**src/rtl/csr_timer_bank_pkg.sv**
```systemverilog
// Shared definitions for the CSR timer bank: register offsets, field positions and write helpers.
package csr_timer_bank_pkg;

    localparam logic [1:0] TIMER_OFF_TCFG  = 2'd0;
    localparam logic [1:0] TIMER_OFF_TVAL  = 2'd1;
    localparam logic [1:0] TIMER_OFF_TID   = 2'd2;
    localparam logic [1:0] TIMER_OFF_TICLR = 2'd3;

    localparam int TCFG_EN       = 0;
    localparam int TCFG_PERIODIC = 1;
    localparam int TICLR_CLR     = 0;
    localparam int CHAN_STRIDE   = 4;

    function automatic logic [31:0] masked_write(input logic [31:0] old_val,
                                                 input logic [31:0] wmask,
                                                 input logic [31:0] wvalue);
        return (wmask & wvalue) | (~wmask & old_val);
    endfunction

endpackage

```
**src/rtl/csr_timer_chan.sv**
```systemverilog
// One countdown timer channel: TCFG/TID/TVAL/TICLR registers, counter and pending flag.
module csr_timer_chan
    import csr_timer_bank_pkg::*;
#(
    parameter int                   CNT_W     = 32,
    parameter int                   CSR_NUM_W = 14,
    parameter logic [CSR_NUM_W-1:0] BASE      = '0
) (
    input  logic                 clk,
    input  logic                 reset,
    input  logic [CSR_NUM_W-1:0] csr_num,
    input  logic                 csr_we,
    input  logic [31:0]          csr_wmask,
    input  logic [31:0]          csr_wvalue,
    input  logic [31:0]          tid_in,
    output logic                 hit,
    output logic [31:0]          rvalue,
    output logic                 irq_pending
);

    localparam logic [CNT_W-1:0] CNT_ONE = {{(CNT_W-1){1'b0}}, 1'b1};

    logic                 en;
    logic                 periodic;
    logic [CNT_W-3:0]     initval;
    logic [CNT_W-1:0]     cnt;
    logic [31:0]          tid;
    logic [CSR_NUM_W-1:0] off;
    logic [1:0]           regsel;
    logic [CNT_W-1:0]     tcfg_cur;
    logic [CNT_W-1:0]     tcfg_new;
    logic                 tcfg_wr;
    logic                 tid_wr;
    logic                 clr_wr;
    logic                 expire;

    // Unsigned wrap makes csr_num below BASE land far outside the 4-register window.
    assign off    = csr_num - BASE;
    assign hit    = (off[CSR_NUM_W-1:2] == '0);
    assign regsel = off[1:0];

    assign tcfg_cur = {initval, periodic, en};
    assign tcfg_new = (csr_wmask[CNT_W-1:0] & csr_wvalue[CNT_W-1:0])
                    | (~csr_wmask[CNT_W-1:0] & tcfg_cur);

    assign tcfg_wr = csr_we && hit && (regsel == TIMER_OFF_TCFG);
    assign tid_wr  = csr_we && hit && (regsel == TIMER_OFF_TID);
    assign clr_wr  = csr_we && hit && (regsel == TIMER_OFF_TICLR)
                   && csr_wmask[TICLR_CLR] && csr_wvalue[TICLR_CLR];
    assign expire  = en && (cnt == '0);

    always_ff @(posedge clk) begin
        if (reset) begin
            en          <= 1'b0;
            periodic    <= 1'b0;
            initval     <= '0;
            cnt         <= '1;
            tid         <= tid_in;
            irq_pending <= 1'b0;
        end else begin
            if (tcfg_wr) begin
                en       <= tcfg_new[TCFG_EN];
                periodic <= tcfg_new[TCFG_PERIODIC];
                initval  <= tcfg_new[CNT_W-1:2];
            end
            if (tid_wr) begin
                tid <= masked_write(tid, csr_wmask, csr_wvalue);
            end
            // A TCFG write always takes precedence over counting; EN=0 simply freezes cnt.
            if (tcfg_wr) begin
                if (tcfg_new[TCFG_EN]) begin
                    cnt <= {tcfg_new[CNT_W-1:2], 2'b00};
                end
            end else if (en && (cnt != '1)) begin
                if ((cnt == '0) && periodic) begin
                    cnt <= {initval, 2'b00};
                end else begin
                    cnt <= cnt - CNT_ONE;
                end
            end
            if (expire) begin
                irq_pending <= 1'b1;
            end else if (clr_wr) begin
                irq_pending <= 1'b0;
            end
        end
    end

    always_comb begin
        rvalue = '0;
        if (hit) begin
            case (regsel)
                TIMER_OFF_TCFG: rvalue = 32'(tcfg_cur);
                TIMER_OFF_TVAL: rvalue = 32'(cnt);
                TIMER_OFF_TID:  rvalue = tid;
                default:        rvalue = '0;
            endcase
        end
    end

endmodule

```
**src/rtl/csr_timer_bank.sv**
```systemverilog
// Bank of CSR-mapped countdown timers plus a 64-bit free-running stable counter.
module csr_timer_bank
    import csr_timer_bank_pkg::*;
#(
    parameter int                   NUM_TIMERS = 2,
    parameter int                   CNT_W      = 32,
    parameter int                   CSR_NUM_W  = 14,
    parameter logic [CSR_NUM_W-1:0] TIMER_BASE = 14'h41
) (
    input  logic                  clk,
    input  logic                  reset,
    input  logic [CSR_NUM_W-1:0]  csr_num,
    input  logic                  csr_we,
    input  logic [31:0]           csr_wmask,
    input  logic [31:0]           csr_wvalue,
    output logic                  csr_hit,
    output logic [31:0]           csr_rvalue,
    input  logic [31:0]           tid_in,
    output logic [NUM_TIMERS-1:0] irq_pending,
    output logic                  timer_int,
    output logic [63:0]           stable_cnt
);

    logic [NUM_TIMERS-1:0] chan_hit;
    logic [31:0]           chan_rvalue [NUM_TIMERS];

    always_ff @(posedge clk) begin
        if (reset) begin
            stable_cnt <= '0;
        end else begin
            stable_cnt <= stable_cnt + 64'd1;
        end
    end

    for (genvar i = 0; i < NUM_TIMERS; i++) begin : g_chan
        csr_timer_chan #(
            .CNT_W     (CNT_W),
            .CSR_NUM_W (CSR_NUM_W),
            .BASE      (CSR_NUM_W'(TIMER_BASE + CHAN_STRIDE * i))
        ) u_chan (
            .clk         (clk),
            .reset       (reset),
            .csr_num     (csr_num),
            .csr_we      (csr_we),
            .csr_wmask   (csr_wmask),
            .csr_wvalue  (csr_wvalue),
            .tid_in      (tid_in),
            .hit         (chan_hit[i]),
            .rvalue      (chan_rvalue[i]),
            .irq_pending (irq_pending[i])
        );
    end

    // Channel windows are disjoint and non-hit channels drive zero, so OR acts as the mux.
    always_comb begin
        csr_rvalue = '0;
        for (int i = 0; i < NUM_TIMERS; i++) begin
            csr_rvalue = csr_rvalue | chan_rvalue[i];
        end
    end

    assign csr_hit   = |chan_hit;
    assign timer_int = |irq_pending;

endmodule

```
**config.mk**
```make
export PLATFORM = sky130hd
export DESIGN_NAME = csr_timer_bank
export DESIGN_NICKNAME = d
export VERILOG_FILES = /design/src/rtl/csr_timer_bank_pkg.sv /design/src/rtl/csr_timer_chan.sv /design/src/rtl/csr_timer_bank.sv
export SDC_FILE = /design/constraint.sdc
export NUM_CORES = 1
export LEC_CHECK = 0
export ABC_AREA = 1
export CELL_PAD_IN_SITES_DETAIL_PLACEMENT = 1
export CELL_PAD_IN_SITES_GLOBAL_PLACEMENT = 1
export CORE_ASPECT_RATIO = 0.5
export CORE_MARGIN = 5
export CORE_UTILIZATION = 30
export CTS_CLUSTER_SIZE = 10
export DETAILED_ROUTE_END_ITERATION = 8
export DONT_BUFFER_PORTS = 1
export GPL_ROUTABILITY_DRIVEN = 0
export PLACE_DENSITY_LB_ADDON = 0.1
export SLEW_MARGIN = 20
export SYNTH_ARGS = -nofsm -noshare
export SYNTH_HDL_FRONTEND = slang
export SYNTH_HIERARCHICAL = 1
export SYNTH_SLANG_ARGS = --single-unit
```
**constraint.sdc**
```tcl
create_clock -name clk -period 5.85 [get_ports clk]
set_clock_uncertainty 0.1 [all_clocks]
set_input_delay 1.17 -clock clk [delete_from_list [all_inputs] [get_ports clk]]
set_output_delay 1.17 -clock clk [all_outputs]
set_load 0.02 [all_outputs]
```
# After elaboration in Yosys (flattened, before gate mapping)
# Cells that the tools add are included.
dict set report op_classes {
  addsub 5
  eq_ne 10
  muxes 20
  bitwise_logic 11
  n_reduce_logical 34
}
# op n
set op_table {}
lappend op_table {{$mux 32} 14}
lappend op_table {{$pmux 32 s3} 2}
lappend op_table {{$and 32x32->32} 5}
lappend op_table {{$or 32x32->32} 5}
lappend op_table {{$add 64x1->64 const B} 1}
lappend op_table {{$logic_not 32->1} 2}
lappend op_table {{$ne 32x32->1 const B} 2}
lappend op_table {{$sub 32x1->32 const B} 2}
lappend op_table {{$not 32->32} 1}
lappend op_table {{$sub 14x7->14 const B} 2}
lappend op_table {{$logic_not 12->1} 2}
lappend op_table {{$logic_and 1x1->1} 18}
lappend op_table {{$reduce_bool 2->1} 6}
lappend op_table {{$eq 2x2->1 const B} 4}
lappend op_table {{$eq 2x1->1 const B} 2}
lappend op_table {{$logic_not 2->1} 2}
lappend op_table {{$mux 1} 4}
lappend op_table {{$ne 2x1->1 const B} 2}
lappend op_table {{$reduce_and 2->1} 2}
lappend op_table {{$reduce_or 2->1} 2}
dict set report word_totals {
  ff_bits 258
  input_bits 113
  output_inout_bits 100
  elab_cells 93
}

# Longest topological paths before layout
# Gate-level depths: netlist of the first run.
dict set report depth {
  word_depth 8
  ltp_mapped 17
  ltp_nobuf 15
}

# By module
# The synthesis of the first run kept the hierarchy.
# mod instances cells_each area_each_um2 seq_area_each_um2
set modules_own_cells {}
lappend modules_own_cells {{csr_timer_chan at g_chan[1].u_chan} 1 1119 6967.9 2262.2}
lappend modules_own_cells {{csr_timer_chan at g_chan[0].u_chan} 1 1109 6804.0 2262.2}
lappend modules_own_cells {csr_timer_bank 1 671 4068.9 1281.2}

# Worst setup path before layout of the first run
# OpenSTA, ideal clock, no wires.
dict set report synth_path {
  path_kind {input port to output port}
  start {in csr_num[0]}
  end {out csr_rvalue[2]}
  t_arrival_ps 2560
  t_required_ps 4580
  slack_ps 2020
  cell_stages 8
  n_path_buf 1
  cell_sequence {buf_6 > inv_2 > nor2_1 > clkinv_1 > nor2_1 > a221oi_1 > nor2_1 > or2_2}
}
# element line_no
set synth_lines {}
lappend synth_lines {{start, declared} csr_timer_bank.sv:12} ;# input logic [CSR_NUM_W-1:0] csr_num,
lappend synth_lines {{end, declared} csr_timer_bank.sv:17} ;# output logic [31:0] csr_rvalue,

==> results of run 1 <==
==> cell type report <==
type                    instances  area, sq um
inverters                     282         1060
repair buffers                 20          150
fillers                      7702        39700
well taps                     780          976
multi-input cells            2236        10400
flip-flops and latches        258         5810
clock buffers                  54          922
==> stage by stage <==
step                      std cells  cell area (sq um)  power, mW
after floorplan                2899              17800       2.10
after global placement         3576              18400       2.14
after detailed placement       3576              18400       2.14
after CTS                      3630              19300       4.07
after global routing           3630              19300       4.17
final                          3630              19300       4.01
==> power by group <==
group	leakage (nW)	total, mW	internal, mW	switching (mW)
clock network	0.445	1.89	1.05	0.845
registers	2.19	1.89	1.88	0.0173
logic	5.34	0.219	0.0659	0.153
total	7.97	4.01	2.99	1.02
==> worst register-to-register path: stages (launching register included) <==
cell	delay (ns)
dfxtp_1	0.38
inv_1	0.13
ha_1	0.20
nand3_1	0.19
nor2_1	0.21
nand2_1	0.07
nor2_1	0.09
nand2_1	0.51
buf_4	0.46
o21ai_0	0.21
o21ai_0	0.17
nand2_1	0.11
nand2_1	0.05
nand2_1	0.05
nand2_1	0.05
==> worst paths after layout <==
path                                                  start                     endpoint  slack [ns]  cells after the start
worst min register to register  g_chan[0].u_chan/initval[5]  g_chan[0].u_chan/initval[5]        0.37                      2
worst max-delay path                             csr_num[1]               csr_rvalue[25]        1.70                      6
worst max register to register      g_chan[0].u_chan/cnt[0]     g_chan[0].u_chan/cnt[14]        2.76                     14
worst min-delay path            g_chan[0].u_chan/initval[5]  g_chan[0].u_chan/initval[5]        0.37                      2
==> cell usage in the layout (no fill, tap or decap), types with 12 or more instances in the layout <==
cell and n:
nand3_1 128, o21ai_1 21, a31oi_1 29, a221oi_1 29, o21ai_0 196, a21oi_1 115, nand2_1 1026, nand4_1 44
clkbuf_1 17, dfxtp_1 194, or2_2 35, inv_1 269, nor2_2 14, clkbuf_16 31, nand2_2 13, buf_4 20
a21oi_2 48, edfxtp_1 64, nor2_1 387, xor2_1 39, nor3_1 25, xnor2_1 12
==> kinds of logic after synthesis <==
family,after synthesis,share of synthesized area (%)
AOI/OAI and AO/OA,470,15.5
xor gates and xnor gates,51,2.50
adders and majority gates,5,0.351
buffers and inverters,405,9.15
DFF,258,32.5
and+or+nand+nor,1710,40.0
==> metal layers <==
layer	vias up	wire [microns]
met5	-	13
met4	2	2100
met3	102	4940
met2	538	33800
met1	9069	39700
li1	9164	-
==> results.py, run 1 <==
metrics = {
    "global_routing": {
        "globalRouteMet1Util_pct": 35.8,
        "use_met3_pct": 4.17,
        "met2_usage_pct": 36.6,
        "track_usage_pct": 24.2,
        "grt_max_degree": 288,
        "busiest_layer": "met2",
        "antenna_found_initial": 1,
        "grt_overflow_total": 0,
        "grt_pass1_vias": 18200,
        "grt_pass1_wl_microns": 121000,
    },
    "clocking": {
        "path_clk_slew_ns": 0.06,
        "clk_latency_ns": 0.60,
        "cts.repair.resized": 0,
        "clockBufferDepth": 3,
        "numCtsBuffers": 31,
        "post_cts_buffers": 0,
        "htreeDepth": 1,
        "cts_tree": "yes",
        "cts-root-buf": "clkbuf_16",
        "cts_hold_buf": 0,
        "cts_sinks": 258,
    },
    "synth": {
        "synthArstFlopShare_pct": 0,
        "synth_top_area_share_pct": 21.8,
        "synth_edf_count": 64,
        "synth.most_common_cell": "nand2_1",
        "synth_fp_nets": 3017,
        "yosysWarnings": 6,
        "ys_types": 52,
        "syn_inst": 2899,
        "ys.flop_type": "dfxtp_1",
        "avgSynthCellArea_sq_um": 6.15,
        "synth_commonest_cells": "1026 x nand2_1, 390 x nor2_1, 270 x inv_1, 196 x o21ai_0, 194 x dfxtp_1",
        "seq_area_frac_synth_pct": 32.5,
        "syn_area_sq_um": 17800,
        "synth_top_cell_by_area": "dfxtp_1",
        "synth_area_leaders": "dfxtp_1 22%, nand2_1 22%, edfxtp_1 11%",
        "ys_seq_elements": 258,
    },
    "cells_and_area": {
        "syn_to_final_growth_pct": 8.32,
        "fin_util_pct": 32.7,
        "fin_nets": 2947,
        "antennaDiodeCount": 0,
        "drive_gt1_share_pct": 7.12,
    },
    "die": {
        "pin_count": 213,
        "coreArea_sq_um": 59000,
        "rows": 63,
        "die_y_microns": 182,
        "start_util_pct": 30.2,
        "die_w_microns": 355,
        "dieArea_sq_um": 64700,
    },
    "sta": {
        "fin_ws_ns": 1.70,
        "tns_ns": 0,
        "finalSetupViolCount": 0,
        "finalCritPeriodShare_pct": 70.9,
        "whs_ns": 0.365,
        "tightest_slew_ns": 1.07,
        "drv_slew": 0,
        "max_freq_ghz": 0.241,
        "rsz0062_at_grt": "false",
        "hold_violations": 0,
        "max-slew-margin-rel_pct": 28.2,
        "min_period_ns": 4.15,
    },
    "placement": {
        "dpl_worst_slack_ns": 1.56,
        "dpl.hpwl_microns": 61400,
        "io_buffers": 0,
    },
    "power_and_ir_drop": {
        "ir_drop_mv": 0.187,
        "leakagePower_nw": 7.97,
        "p_per_area_nw_per_um2": 207,
    },
    "routing": {
        "drc_errors": 0,
        "firstDrtPassIters": 5,
        "wirelength_microns": 80600,
        "wl_per_cell_microns": 22.2,
        "vias": 18900,
        "drt_iter0_markers": 1476,
        "via_per_inst": 5.20,
        "ant_nets": 0,
    },
    "run_status": {
        "outcome": "finished clean",
    },
    "worst_setup_path": {
        "path_common_cell": "nand2_1",
        "max_stage_delay_ns": 0.46,
        "endpoint_kind": "output pin",
        "cp_top_family": "buffers and inverters",
        "critPathKind": "primary input to output pin",
        "cp_max_fo": 36,
        "startpoint_type": "primary input",
        "worst-path-buf-inv": 2,
        "slowest_stage": "inv_2",
        "arrival_ns": 2.88,
        "required_ns": 4.58,
        "worstPathCellList": "nand2_1 -> inv_2 -> buf_4 -> nand2_1 -> a31oi_1 -> or2_2",
    },
    "flow_run": {
        "drv_cap": 0,
    },
    "min_path": {
        "min_path_type": "register to register",
    },
}
Power figures use the tool's default switching activity.
==> run 2, diff against run 1 <==
clock period = 3.5 ns   (was 5.85 ns; I/O delays follow)
==> run 2 against run 1 <==
  * Sequential share of layout area is 0.22 points lower
  * Sequential power increased by 68%
  * Critical endpoint is now csr_rvalue[10]
  * Power grew 66%
  * Via count rose by 0.19%
==> results.py, run 2 (synthesized netlist as in run 1, its figures left out) <==
metrics = {
    "worst_setup_path": {
        "path_common_cell": "nor2_1",
        "arrival_ns": 2.36,
        "endpoint_kind": "output pin",
        "required_ns": 2.70,
        "worstPathCellList": "nor2_1 -> nand2_1 -> nor2_1 -> nand3_1 -> nor2_4 -> inv_1 -> buf_4 -> a31oi_1 -> or2_2",
        "max_stage_delay_ns": 0.39,
        "startpoint_type": "primary input",
        "slowest_stage": "a31oi_1",
        "cp_max_fo": 32,
        "critPathKind": "primary input to output pin",
    },
    "cells_and_area": {
        "fin_area_sq_um": 19500,
        "fin_nets": 2966,
        "fin_util_pct": 33.0,
        "final_common_cell": "nand2_1",
        "syn_to_final_growth_pct": 9.12,
        "final_cell_mix": "1026 x nand2_1, 387 x nor2_1, 270 x inv_1, 196 x o21ai_0, 194 x dfxtp_1",
        "drive_gt1_share_pct": 7.70,
    },
    "die": {
        "coreArea_sq_um": 59000,
        "rows": 63,
        "dieArea_sq_um": 64700,
        "die_w_microns": 355,
        "die_y_microns": 182,
        "pin_count": 213,
        "start_util_pct": 30.2,
    },
    "routing": {
        "drt_iter0_markers": 1403,
        "via_per_inst": 5.18,
        "wirelength_microns": 81000,
        "ant_nets": 0,
        "drc_errors": 0,
        "vias": 18900,
        "firstDrtPassIters": 5,
        "wl_per_cell_microns": 22.2,
    },
    "clocking": {
        "cts_tree": "yes",
        "cts-root-buf": "clkbuf_16",
        "htreeDepth": 1,
        "cts_sinks": 258,
        "path_clk_slew_ns": 0.06,
        "numCtsBuffers": 31,
        "clockBufferDepth": 3,
        "post_cts_buffers": 0,
        "cts.repair.resized": 0,
        "cts_hold_buf": 0,
        "clk_latency_ns": 0.60,
    },
    "placement": {
        "placed_cell_area_sq_um": 18600,
        "io_buffers": 0,
        "dpl.hpwl_microns": 62200,
    },
    "sta": {
        "rsz0062_at_grt": "false",
        "max_freq_ghz": 0.317,
        "finalCritPeriodShare_pct": 90.2,
        "drv_slew": 0,
        "whs_ns": 0.112,
        "finalSetupViolCount": 0,
        "hold_violations": 0,
        "max-slew-margin-rel_pct": 48.4,
        "min_period_ns": 3.16,
        "tns_ns": 0,
        "tightest_slew_ns": 0.774,
    },
    "power_and_ir_drop": {
        "power_mw": 6.67,
        "p_clk_share_pct": 46.8,
        "leakagePower_nw": 8.05,
        "p_per_area_nw_per_um2": 342,
        "seqPwrFrac_pct": 47.5,
        "p_sw_mw": 1.73,
        "switching_share_pct": 26.0,
        "ir_drop_mv": 0.269,
        "power.internal_mw": 4.93,
        "p_comb_share_pct": 5.7,
    },
    "flow_run": {
        "drv_cap": 0,
    },
    "global_routing": {
        "grt_pass1_wl_microns": 121000,
        "grt_max_degree": 288,
        "antenna_found_initial": 2,
        "track_usage_pct": 24.1,
        "grt_pass1_vias": 18500,
        "grt_overflow_total": 0,
    },
    "min_path": {
        "min_path_type": "primary input to register",
    },
    "run_status": {
        "outcome": "finished clean",
    },
}
==> run 2: area by class of cell <==
| cell class | instances | area, sq um |
|---|---|---|
| clock buffers | 51 | 871 |
| fillers | 7618 | 39600 |
| flip-flops and latches | 258 | 5810 |
| diodes | 1 | 2.50 |
| inverters | 282 | 1060 |
| multi-input cells | 2236 | 10400 |
| repair buffers | 39 | 318 |
| clock inverters | 3 | 22.5 |
| well taps | 780 | 976 |
==> run 2: critical path, delay by kind of cell <==
kind / cells / cell delay [ns]
and+or+nand+nor: 6 / 0.94
AOI/OAI and AO/OA: 1 / 0.39
buffers and inverters: 2 / 0.32
==> run 2: per-stage QoR <==
step / instances / worst slack, ns
2_1_floorplan: 2899 / 0.610
3_3_place_gp: 3595 / 0.418
3_5_place_dp: 3595 / 0.394
4_1_cts: 3649 / 0.401
5_1_grt: 3649 / 0.188
6_report: 3650 / 0.342
==> run 2: final timing paths <==
path,cells past startpoint,slack [ns],from,end
max,9,0.34,csr_num[9],csr_rvalue[10]
min,1,0.11,reset,stable_cnt[19]
max reg2reg,9,0.76,g_chan[1].u_chan/cnt[6],g_chan[1].u_chan/cnt[28]
min reg2reg,2,0.37,g_chan[0].u_chan/initval[5],g_chan[0].u_chan/initval[5]
==> run 2: routing by layer <==
metal  global-route usage (%)  vias up  routed length [microns]
met5                        0        -                       27
met4                     4.12        4                     1480
met3                     5.13       85                     5720
met2                     37.2      509                    34400
met1                     35.2     9137                    39400
li1                         -     9175                        -
==> run 2: power by group through the flow <==
stage               Combinational [mW]  Sequential, mW  Clock [mW]
floorplan                        0.293            3.22           0
global placement                 0.371            3.23           0
detailed placement               0.372            3.23           0
CTS                              0.374            3.16        3.21
global route                     0.419            3.17        3.33
finish                           0.383            3.17        3.12
==> run 3, diff against run 2 <==
SYNTH_HIERARCHICAL = unset   (was 1)
==> run 3 against run 2 <==
  * Combinational power rose by 11%
  * Setup slack got worse by 0.18 ns
  * Sequential power barely moved
  * Largest cell class unchanged
==> results.py, run 3 <==
metrics = {
    "power_and_ir_drop": {
        "p_clk_share_pct": 46.6,
        "switching_share_pct": 25.7,
        "power_mw": 6.72,
        "leakagePower_nw": 7.58,
        "p_sw_mw": 1.73,
        "seqPwrFrac_pct": 47.0,
        "p_per_area_nw_per_um2": 364,
        "power.internal_mw": 5.00,
        "ir_drop_mv": 0.345,
        "p_comb_share_pct": 6.3,
    },
    "synth": {
        "synth_commonest_cells": "708 x nand2_1, 279 x inv_1, 266 x o21ai_0, 244 x nand3_1, 236 x nor2_1",
        "synth_area_leaders": "dfxtp_1 24%, nand2_1 16%, edfxtp_1 12%",
        "synth_top_cell_by_area": "dfxtp_1",
        "syn_area_sq_um": 16400,
        "synth_fp_nets": 2704,
        "syn_inst": 2586,
        "yosysWarnings": 0,
        "ys_types": 43,
        "synth.most_common_cell": "nand2_1",
        "avgSynthCellArea_sq_um": 6.33,
        "seq_area_frac_synth_pct": 35.5,
        "ys_seq_elements": 258,
        "synth_edf_count": 64,
        "synth_top_area_share_pct": 23.7,
        "synthArstFlopShare_pct": 0,
        "ys.flop_type": "dfxtp_1",
    },
    "routing": {
        "vias": 17700,
        "wl_per_cell_microns": 22.9,
        "via_per_inst": 5.33,
        "drc_errors": 0,
        "wirelength_microns": 75900,
        "drt_iter0_markers": 1157,
        "ant_nets": 0,
        "firstDrtPassIters": 6,
    },
    "clocking": {
        "cts_tree": "yes",
        "clockBufferDepth": 3,
        "cts_sinks": 258,
        "cts_hold_buf": 0,
        "numCtsBuffers": 31,
        "clk_latency_ns": 0.59,
        "cts-root-buf": "clkbuf_16",
        "path_clk_slew_ns": 0.05,
        "cts.repair.resized": 0,
        "htreeDepth": 1,
        "post_cts_buffers": 0,
    },
    "sta": {
        "finalCritPeriodShare_pct": 95.5,
        "tns_ns": 0,
        "hold_violations": 0,
        "rsz0062_at_grt": "false",
        "tightest_slew_ns": 0.779,
        "max-slew-margin-rel_pct": 47.6,
        "finalSetupViolCount": 0,
        "max_freq_ghz": 0.299,
        "drv_slew": 0,
        "min_period_ns": 3.34,
    },
    "run_status": {
        "outcome": "finished clean",
    },
    "placement": {
        "io_buffers": 0,
        "dpl.hpwl_microns": 56400,
        "placed_cell_area_sq_um": 17500,
    },
    "global_routing": {
        "grt_overflow_total": 0,
        "grt_pass1_vias": 17800,
        "grt_max_degree": 170,
        "grt_pass1_wl_microns": 113000,
        "antenna_found_initial": 2,
        "track_usage_pct": 24.6,
    },
    "cells_and_area": {
        "final_cell_mix": "707 x nand2_1, 276 x inv_1, 266 x o21ai_0, 244 x nand3_1, 234 x nor2_1",
        "final_common_cell": "nand2_1",
        "fin_area_sq_um": 18500,
        "antennaDiodeCount": 0,
        "fin_nets": 2699,
        "fillCellCount": 7015,
        "drive_gt1_share_pct": 6.07,
        "syn_to_final_growth_pct": 12.8,
    },
    "die": {
        "dieArea_sq_um": 59600,
        "pin_count": 213,
        "die_w_microns": 340,
        "die_y_microns": 175,
        "rows": 60,
        "start_util_pct": 30.4,
        "coreArea_sq_um": 53900,
    },
    "flow_run": {
        "drv_cap": 0,
    },
    "worst_setup_path": {
        "required_ns": 2.70,
        "endpoint_kind": "output pin",
        "startpoint_type": "primary input",
        "arrival_ns": 2.54,
        "cp_max_fo": 7,
        "critPathKind": "primary input to output pin",
    },
    "min_path": {
        "min_path_type": "primary input to register",
    },
}
## run 3: changes by cell type after synthesis, moves of 22 or more
cell	previous run	this run
nor3_1	25	58
a221oi_1	29	0
nor2_1	390	236
or2_2	35	3
nand3_1	128	244
a21oi_2	48	0
a21oi_1	115	176
nand4_1	44	66
a31oi_1	29	2
o21ai_0	196	266
nand2_1	1026	708
## run 3: cells by family after synthesis
logic type                 share of synthesized area [%]
adders and majority gates                          0.382
AOI/OAI and AO/OA                                   15.3
xor gates and xnor gates                            3.16
and+or+nand+nor                                     35.9
DFF                                                 35.5
buffers and inverters                               9.74
## run 3: per-stage QoR
| stage | hold WS [ns] | util [%] | instances | setup slack (ns) |
|---|---|---|---|---|
| 2_1_floorplan | 0.341 | - | 2586 | 0.514 |
| 3_3_place_gp | 0.346 | 32.5 | 3261 | 0.0747 |
| 3_5_place_dp | 0.353 | 32.5 | 3261 | 0.0842 |
| 4_1_cts | 0.0493 | 34.2 | 3316 | 0.0738 |
| 5_1_grt | 0.0620 | 34.3 | 3316 | 0.00259 |
| 6_report | 0.0799 | 34.3 | 3316 | 0.159 |
## run 3: worst max-delay path, stage by stage
cell	delay, ns
nor2_1	0.19
nand3_2	0.16
nand2_2	0.12
nand2_1	0.10
nand2_1	0.10
nand4_1	0.11
nor2_2	0.19
nand2_4	0.14
buf_4	0.22
o22ai_1	0.28
buf_4	0.21
## run 3: power groups by stage
stage	Combinational, mW	Clock (mW)	Sequential, mW
6_report	0.427	3.13	3.16
5_1_grt	0.468	3.34	3.17
4_1_cts	0.429	3.21	3.16
3_5_place_dp	0.427	0	3.23
3_3_place_gp	0.424	0	3.23
2_1_floorplan	0.285	0	3.22
## run 3: layout make-up
class	count	area, sq um	area share [%]
multi-input cells	1917	9010	48.8
flip-flops and latches	258	5810	31.4
inverters	282	1060	5.77
well taps	713	892	4.83
clock buffers	52	865	4.68
repair buffers	91	783	4.24
clock inverters	3	47.5	0.257
## run 3: worst paths after layout
| path | from | to | slack [ns] | depth (start not counted) |
|---|---|---|---|---|
| min | reset | stable_cnt[63] | 0.08 | 1 |
| min reg2reg | g_chan[1].u_chan.initval[28] | g_chan[1].u_chan.initval[28] | 0.36 | 2 |
| max | csr_num[2] | csr_rvalue[4] | 0.16 | 11 |
| max reg2reg | g_chan[0].u_chan.cnt[1] | g_chan[0].u_chan.cnt[8] | 0.28 | 14 |
## run 3: routing by layer
layer,vias up,GRT usage [%],part of all wire (%),wire (microns)
li1,8538,-,-,-
met4,2,5.57,2.6,1950
met5,-,0,0.026,20
met3,91,3.81,5.4,4070
met2,414,41.8,46,34900
met1,8622,33.0,46,34900
